==> config.mk <==
export PLATFORM = sky130hd
export DESIGN_NAME = online_product_converter
export DESIGN_NICKNAME = d
export VERILOG_FILES = /design/src/rtl/online_product_converter.sv
export SDC_FILE = /design/constraint.sdc
export NUM_CORES = 1
export LEC_CHECK = 0
export CORE_UTILIZATION = 40
export DETAILED_ROUTE_END_ITERATION = 10
export GPL_TIMING_DRIVEN = 0
export SLEW_MARGIN = 40
export SYNTH_ARGS = -nofsm -noshare
export SYNTH_HDL_FRONTEND = slang
export SYNTH_SLANG_ARGS = --single-unit
==> constraint.sdc <==
create_clock -name clk -period 5.26 [get_ports clk]
set_clock_uncertainty 0.2 [all_clocks]
set_input_delay 1.052 -clock clk [delete_from_list [all_inputs] [get_ports clk]]
set_output_delay 1.052 -clock clk [all_outputs]
set_load 0.05 [all_outputs]
==> src/rtl/online_product_converter.sv <==
// Converts an MSD-first radix-2 signed-digit stream into a two's-complement fraction, on the fly.
// Latency: result/out_valid registered one cycle after the final digit is sampled.
// Backpressure: none; one digit per cycle is accepted whenever a frame is open.
module online_product_converter #(
    parameter int DIGITS = 64,
    parameter int SKIP   = 0,
    parameter int CNT_W  = 11
) (
    input  logic              clk,
    input  logic              asyn_reset,
    input  logic              start,
    input  logic              in_valid,
    input  logic [1:0]        p_value,
    output logic [DIGITS:0]   result,
    output logic              out_valid,
    output logic              busy,
    output logic              err
);

    localparam int W = DIGITS + 1;

    logic [W-1:0]     q, qm;
    logic [W-1:0]     q_base, qm_base, q_next, qm_next;
    logic [CNT_W-1:0] cnt, cnt_base, cnt_inc, cnt_next;
    logic             err_base, err_next, busy_base;
    logic             accept, skip_phase, done;

    // A start pulse re-initialises the frame before the same-cycle digit is applied.
    always_comb begin
        q_base     = start ? '0 : q;
        qm_base    = start ? '1 : qm;
        cnt_base   = start ? '0 : cnt;
        err_base   = start ? 1'b0 : err;
        busy_base  = start | busy;
        accept     = in_valid & busy_base;
        skip_phase = int'(cnt_base) < SKIP;
        cnt_inc    = cnt_base + CNT_W'(1);
        cnt_next   = accept ? cnt_inc : cnt_base;
        done       = accept && (int'(cnt_inc) == SKIP + DIGITS);
        q_next     = q_base;
        qm_next    = qm_base;
        err_next   = err_base;
        if (accept) begin
            if (p_value == 2'b11)
                err_next = 1'b1;
            // Q and QM = Q-1 are both kept so each digit is a pure select-and-shift.
            if (!skip_phase) begin
                case (p_value)
                    2'b10: begin
                        q_next  = {q_base[W-2:0], 1'b1};
                        qm_next = {q_base[W-2:0], 1'b0};
                    end
                    2'b01: begin
                        q_next  = {qm_base[W-2:0], 1'b1};
                        qm_next = {qm_base[W-2:0], 1'b0};
                    end
                    default: begin
                        q_next  = {q_base[W-2:0], 1'b0};
                        qm_next = {qm_base[W-2:0], 1'b1};
                    end
                endcase
            end
        end
    end

    always_ff @(posedge clk) begin
        if (asyn_reset) begin
            q         <= '0;
            qm        <= '1;
            cnt       <= '0;
            busy      <= 1'b0;
            err       <= 1'b0;
            result    <= '0;
            out_valid <= 1'b0;
        end else begin
            q         <= q_next;
            qm        <= qm_next;
            cnt       <= cnt_next;
            err       <= err_next;
            busy      <= busy_base & ~done;
            out_valid <= done;
            if (done)
                result <= q_next;
        end
    end

endmodule

# After elaboration in Yosys (flattened, before gate mapping)
# Cells that the tools add are included.
# Widths: inputs -> output; s select.
[word_totals]
elab_cells = 28
register_bits = 208
out_inout_bits = 68
inputBits = 6
[op_classes]
reduce_logical = 1
eq_ne = 4
mux = 11
bitwise_logic = 4
n_addsub = 1
[op_table]
columns = ["operator", "count"]
rows = [
  ["$mux 65", 2],
  ["$pmux 65 s2", 1],
  ["$mux 64", 2],
  ["$pmux 64 s2", 1],
  ["$mux 11", 2],
  ["$add 11x1->11 const B", 1],
  ["$eq 11x8->1 const B", 1],
  ["$eq 2x2->1 const B", 2],
  ["$mux 1", 3],
  ["$and 1x1->1", 2],
  ["$eq 2x1->1 const B", 1],
  ["$logic_and 1x1->1", 1],
  ["$not 1->1", 1],
  ["$or 1x1->1", 1],
]

# Longest topological paths before layout
# Gate-level depths: netlist (run 1).
[depth]
ltp_word = 6
ltp_mapped = 10
mapped_depth_nobuf = 6

# Least setup slack after synthesis (run 1)
# No wires, ideal clock.
[synth_path]
path_type = "input -> register"
startpoint = "input start"
endpoint = "register result[10]"
setup_slack_ps = 1772
path_buffers = 4
setup_ps = 123
cell_stages = 10
required_time_ps = 4937
t_arrival_ps = 3165
path_cell_list = "buf_2 clkbuf_1 nor2b_1 ha_1 nand4b_1 or4_1 a2111oi_4 buf_4 buf_6 mux2_1"
[synth_via]
elab_chain_len = 4
elab_cells_between_ends = 10
cone_classes = "1 x add/sub; 1 x eq/ne; 5 x mux; 2 x bitwise; 1 x reduce/logical"
[synth_lines]
columns = ["element", "line_no", "text"]
rows = [
  ["from (decl)", "11", "input logic start,"],
  ["$mux 11", "32", "cnt_base = start ? '0 : cnt;"],
  ["$add 11x1->11", "37", "cnt_inc = cnt_base + CNT_W'(1);"],
  ["$eq 11x8->1", "39", "done = accept && (int'(cnt_inc) == SKIP + DIGITS);"],
  ["$logic_and 1x1->1", "39", ""],
  ["to (signal assigned)", "83", "result <= q_next;"],
  ["to (decl)", "14", "output logic [DIGITS:0] result,"],
]
# Parallel ways exist; a longest one is shown, timed or not.
# A chain may end at the register's enable or synchronous reset.

# Worst setup path in the final report (run 1)
[layout_path]
startpoint = "input start"
endpoint = "register result[29]"
# Same word-level chain as after synthesis.

==> impl_metrics.ini, run 1 <==
[power]
ir_drop_mv = 0.2031
leakage_nw = 4.204
p_per_area_nw_per_um2 = 341.2
finalPower_mw = 3.751

[run_status]
violations = design-rule violations
status = complete, but fails checks

[placed_design]
gp_congestion = 0.7887
port_buffers = 72
dp_hpwl_mm = 15.91

[global_route]
gr-total-overflow = 0
track_usage = 0.2024
grt_pass1_vias = 7493
antenna_found_initial = 0
grt_max_degree = 14
grt_pass1_wl_mm = 39.15

[logic_synthesis]
synth_cell_type_count = 41
synth_nets = 972
syn_area_per_cell_um2 = 9.449
postSynth.asyncResetShare = 0
synth-edff-count = 0
syn_area_um2 = 9090
ys_ff_latch = 208
ys.flop_type = dfxtp_1
synth_seq_area_share = 0.4581
ys_warn_count = 0
syn_inst = 962

[timing]
hold_slack_ns = 0.3210
drv_slew = 0
slew_headroom = 0.4513
period_share = 0.7983
finalSetupTns_ns = 0
tightest_slew_ns = 0.8230
setup_viol = 0
hold_viol_final = 0
rsz0062_at_grt = false
fmax_mhz = 238.1
post-route-min-period_ns = 4.199

[clock_tree]
ctsHoldBuffers = 0
clock_latency_ns = 0.52
cts_tree = yes
h-tree-depth = 1
numCtsBuffers = 24
post-cts-setup-buffer-count = 0
cts-root-buf = clkbuf_16
clk_pin_slew_worst_paths_ns = 0.06
cts_resized = 0
clock_path_buffers = 3
clock_sinks = 208

[setup_path]
start_kind = input pin
crit_required_ns = 5.46
crit_fanout = 10
worstSetupEndpointType = register
arrival_ns = 4.40
worst-setup-path-type = in2reg

[routing]
postRouteAntennaNets = 0
num_vias = 7728
first_pass_iters = 11
drt_iter0_drc = 492
drc = 2
routed_wl_mm = 23.85
via_per_inst = 5.699
wl_per_cell_um = 17.59

[floorplanning]
core-area_um2 = 22030
fp.dieH_um = 152.7
start_util = 0.4127
fp.dieW_um = 152.7
io_pins = 74
num_rows = 54
dieArea_um2 = 23330

[hold_path]
hp-class = reg2reg

[layout]
layout_commonest_cell = dfxtp_1
area_growth_pct = 20.92
fin_nets = 1070
mostFrequentLayoutCells = 208 x dfxtp_1, 125 x a221oi_1, 87 x clkbuf_1, 74 x nor2_1, 72 x clkdlybuf4s50_1
diodes = 0
drive_above_1_share = 0.1450

[flow_run]
max_cap_violations = 0
per-layer routing:
metal	track usage	up-vias	share of wire
met1	0.2739	3724	0.48
met4	0.07119	0	0.031
met5	0	-	0
met3	0.03100	57	0.050
li1	-	3734	-
met2	0.3272	213	0.44
stage by stage:
step	utilization	cells	setup WS [ns]	instance area, um2
floorplan	-	962	1.772	9090
global placement	0.4613	1314	0.5946	10160
CTS	0.4990	1356	1.101	10990
detailed placement	0.4615	1314	0.5744	10160
global route	0.4990	1356	0.9727	10990
finish	0.4990	1356	1.061	10990
final timing paths:
path	slack [ns]	cells past startpoint	to	from
worst max register to register	2.33	8	result[29]	cnt[0]
worst min register to register	0.32	2	cnt[9]	cnt[9]
worst max-delay path	1.06	11	result[29]	start
worst min-delay path	0.32	2	cnt[9]	cnt[9]
cell type report:
| class | count | area (um2) |
|---|---|---|
| plain buffers | 102 | 419.2 |
| clock buffers | 34 | 709.4 |
| clock inverters | 8 | 117.6 |
| fillers | 2068 | 11030 |
| inverters | 5 | 18.77 |
| multi-input cells | 647 | 4492 |
| flip-flops and latches | 208 | 4164 |
| well taps | 280 | 350.3 |
| repair buffers | 72 | 720.7 |
worst max-delay path, stage by stage:
cell             delay [ns]
clkdlybuf4s50_1        0.52
buf_2                  0.28
clkbuf_1               0.28
nor2b_1                0.24
ha_1                   0.17
nand4b_1               0.12
or4_1                  0.48
a2111oi_4              0.37
buf_4                  0.35
buf_6                  0.21
mux2_1                 0.33
logic make-up after synthesis:
family	share of synthesized area
simple gates	0.1767
compound gates	0.2231
flops	0.4581
buf+inv	0.04818
mux	0.08162
xor+xnor	0.006745
fa+ha+maj	0.005506
registers in the layout, summed over array words and instances (netlist names):
name and flops:
busy 1, result 65, err 1, q 65, cnt 11, out_valid 1
qm 64
power by group:
part	switching (mW)	internal (mW)	total (mW)	leakage, nW
combinational	0.226	0.113	0.339	2.10
sequential	0.0333	1.64	1.67	1.70
clock	0.663	1.08	1.74	0.407
cell usage after synthesis, types with 3 or more instances:
cell,instances,area [um2]
o21bai_1,63,473.0
o21ai_0,5,25.02
or2_2,65,406.6
buf_6,3,33.78
nor2_1,74,277.8
a21oi_1,68,340.3
nand3_1,4,20.02
xor2_1,3,26.28
nor3_1,67,335.3
a221oi_1,125,1095
mux2_2,37,416.7
ha_1,4,50.05
xnor2_1,4,35.03
or3_1,3,18.77
buf_2,8,40.04
dfxtp_1,208,4164
nand4_1,3,18.77
clkbuf_1,83,311.6
buf_1,7,26.28
mux2_1,28,315.3
nor2b_1,70,437.9
inv_1,5,18.77
and3_1,3,18.77
Power figures use the tool's default switching activity.
==> inputs of run 2 (changes only) <==
clock period = 4 ns   (was 5.26 ns; I/O delays follow)
==> impl_metrics.ini, run 2 (synthesis results as in run 1) <==
[run_status]
status = complete, but fails checks
violations = design-rule violations

[routing]
num_vias = 7687
drt_iter0_drc = 492
drc = 2
wl_per_cell_um = 17.58
postRouteAntennaNets = 0
routed_wl_mm = 23.84
via_per_inst = 5.669
first_pass_iters = 10

[floorplanning]
num_rows = 54
core-area_um2 = 22030
start_util = 0.4127
fp.dieH_um = 152.7
dieArea_um2 = 23330
io_pins = 74
fp.dieW_um = 152.7

[timing]
drv_slew = 0
finalSetupTns_ns = 0
period_share = 0.9711
setup_viol = 0
rsz0062_at_grt = false
hold_slack_ns = 0.3210
post-route-min-period_ns = 3.885
fmax_mhz = 257.4
tightest_slew_ns = 0.8222
hold_viol_final = 0
setup_slack_ns = 0.1154
slew_headroom = 0.4518

[global_route]
antenna_found_initial = 0
grt_pass1_wl_mm = 39.15
gr-total-overflow = 0
grt_max_degree = 14
track_usage = 0.2024
grt_pass1_vias = 7493

[power]
finalPower_mw = 4.933
power.internal_mw = 3.720
ir_drop_mv = 0.2671
combPwrFrac = 0.090
clkPwrFrac = 0.465
p_per_area_nw_per_um2 = 448.7
seqPwrFrac = 0.445
netSwitchingFraction = 0.2459
p_switching_mw = 1.213
leakage_nw = 4.205

[hold_path]
min_from = cnt[9]
whs_path_depth = 2
hp-class = reg2reg

[setup_path]
start_kind = input pin
cp_slowest_stage_delay_ns = 0.52
crit_required_ns = 4.20
crit_fanout = 10
crit_top_cell = buf_6
worst-setup-path-type = in2reg
r2r.worst_path.cells = 8
startpoint = start
crit_chain = clkdlybuf4s50_1 > buf_2 > clkbuf_1 > nor2b_1 > ha_1 > nand4b_1 > or4_1 > a2111oi_4 > buf_6 > buf_6 > mux2_1
reg2reg_from = cnt[0]
r2r_slack_ns = 1.13
worstSetupEndpointType = register
critPathSlowestCell = clkdlybuf4s50_1
arrival_ns = 4.09

[clock_tree]
post-cts-setup-buffer-count = 0
h-tree-depth = 1
cts_tree = yes
clock_sinks = 208
clk_pin_slew_worst_paths_ns = 0.06
clock_latency_ns = 0.52
ctsHoldBuffers = 0
cts-root-buf = clkbuf_16
numCtsBuffers = 24
clock_path_buffers = 3

[layout]
fill_cells = 2067
seq_area_um2 = 4164
fin_nets = 1070
top_regs = q (65), result (65), qm (64)
mostFrequentLayoutCells = 208 x dfxtp_1, 125 x a221oi_1, 87 x clkbuf_1, 74 x nor2_1, 72 x clkdlybuf4s50_1
multiInputGateArea_um2 = 4492
diodes = 0
layout_commonest_cell = dfxtp_1
drive_above_1_share = 0.1450
area_growth_pct = 20.96

[placed_design]
place_ws_ns = -0.4336
dp_hpwl_mm = 15.91
port_buffers = 72
gp_congestion = 0.7887

[flow_run]
max_cap_violations = 0
run 2: cell counts in the layout (fill, tap and decap cells not counted):
Identical to the previous run, type by type.
run 2: what timing repair did:
| item | CTS | global route |
|---|---|---|
| gates resized for setup | 0 | 1 |
| endpoints found under the setup margin | 0 | 19 |
| hold endpoints to repair | 0 | 0 |
run 2: power groups by stage:
stage                     Clock (mW)  Combinational [mW]  Sequential, mW
after floorplan                    0               0.314            2.23
after global placement             0               0.440            2.24
after detailed placement           0               0.443            2.24
after CTS                       2.34               0.445            2.19
after global routing            2.42               0.494            2.20
final                           2.29               0.446            2.19
run 2: metal layers:
layer | up-vias | part of all wire | wire, um | global-route usage
met2 | 187 | 0.45 | 10620 | 0.3272
met5 | - | 0 | 0 | 0
li1 | 3736 | - | - | -
met1 | 3719 | 0.48 | 11420 | 0.2739
met3 | 45 | 0.046 | 1086 | 0.03100
met4 | 0 | 0.030 | 709 | 0.07119
run 2: worst paths after layout:
path	end
setup / recovery	result[29]
hold reg to reg	cnt[9]
hold / removal	cnt[9]
setup reg to reg	result[29]
run 2: metrics by stage:
step	utilization	cell area, um2	std cells
6_report	0.4992	11000	1356
5_1_grt	0.4992	11000	1356
4_1_cts	0.4990	10990	1356
3_5_place_dp	0.4615	10160	1314
3_3_place_gp	0.4613	10160	1314
2_1_floorplan	-	9090	962
run 2: worst max-delay path: cells and delay by family:
family	cells	cell delay, ns
buffers and inverters	5	1.54
AND/OR/NAND/NOR	3	0.84
AO/OA/AOI/OAI	1	0.39
multiplexers	1	0.33
adder cells (fa/ha/maj)	1	0.17
run 2: layout make-up:
type / instances / share of cell area
timing repair buffer: 72 / 0.06554
tap: 280 / 0.03186
clock inverter: 8 / 0.01070
multi-input combinational: 647 / 0.4085
inverter: 5 / 0.001707
buffer: 102 / 0.03846
sequential: 208 / 0.3787
clock buffer: 34 / 0.06452
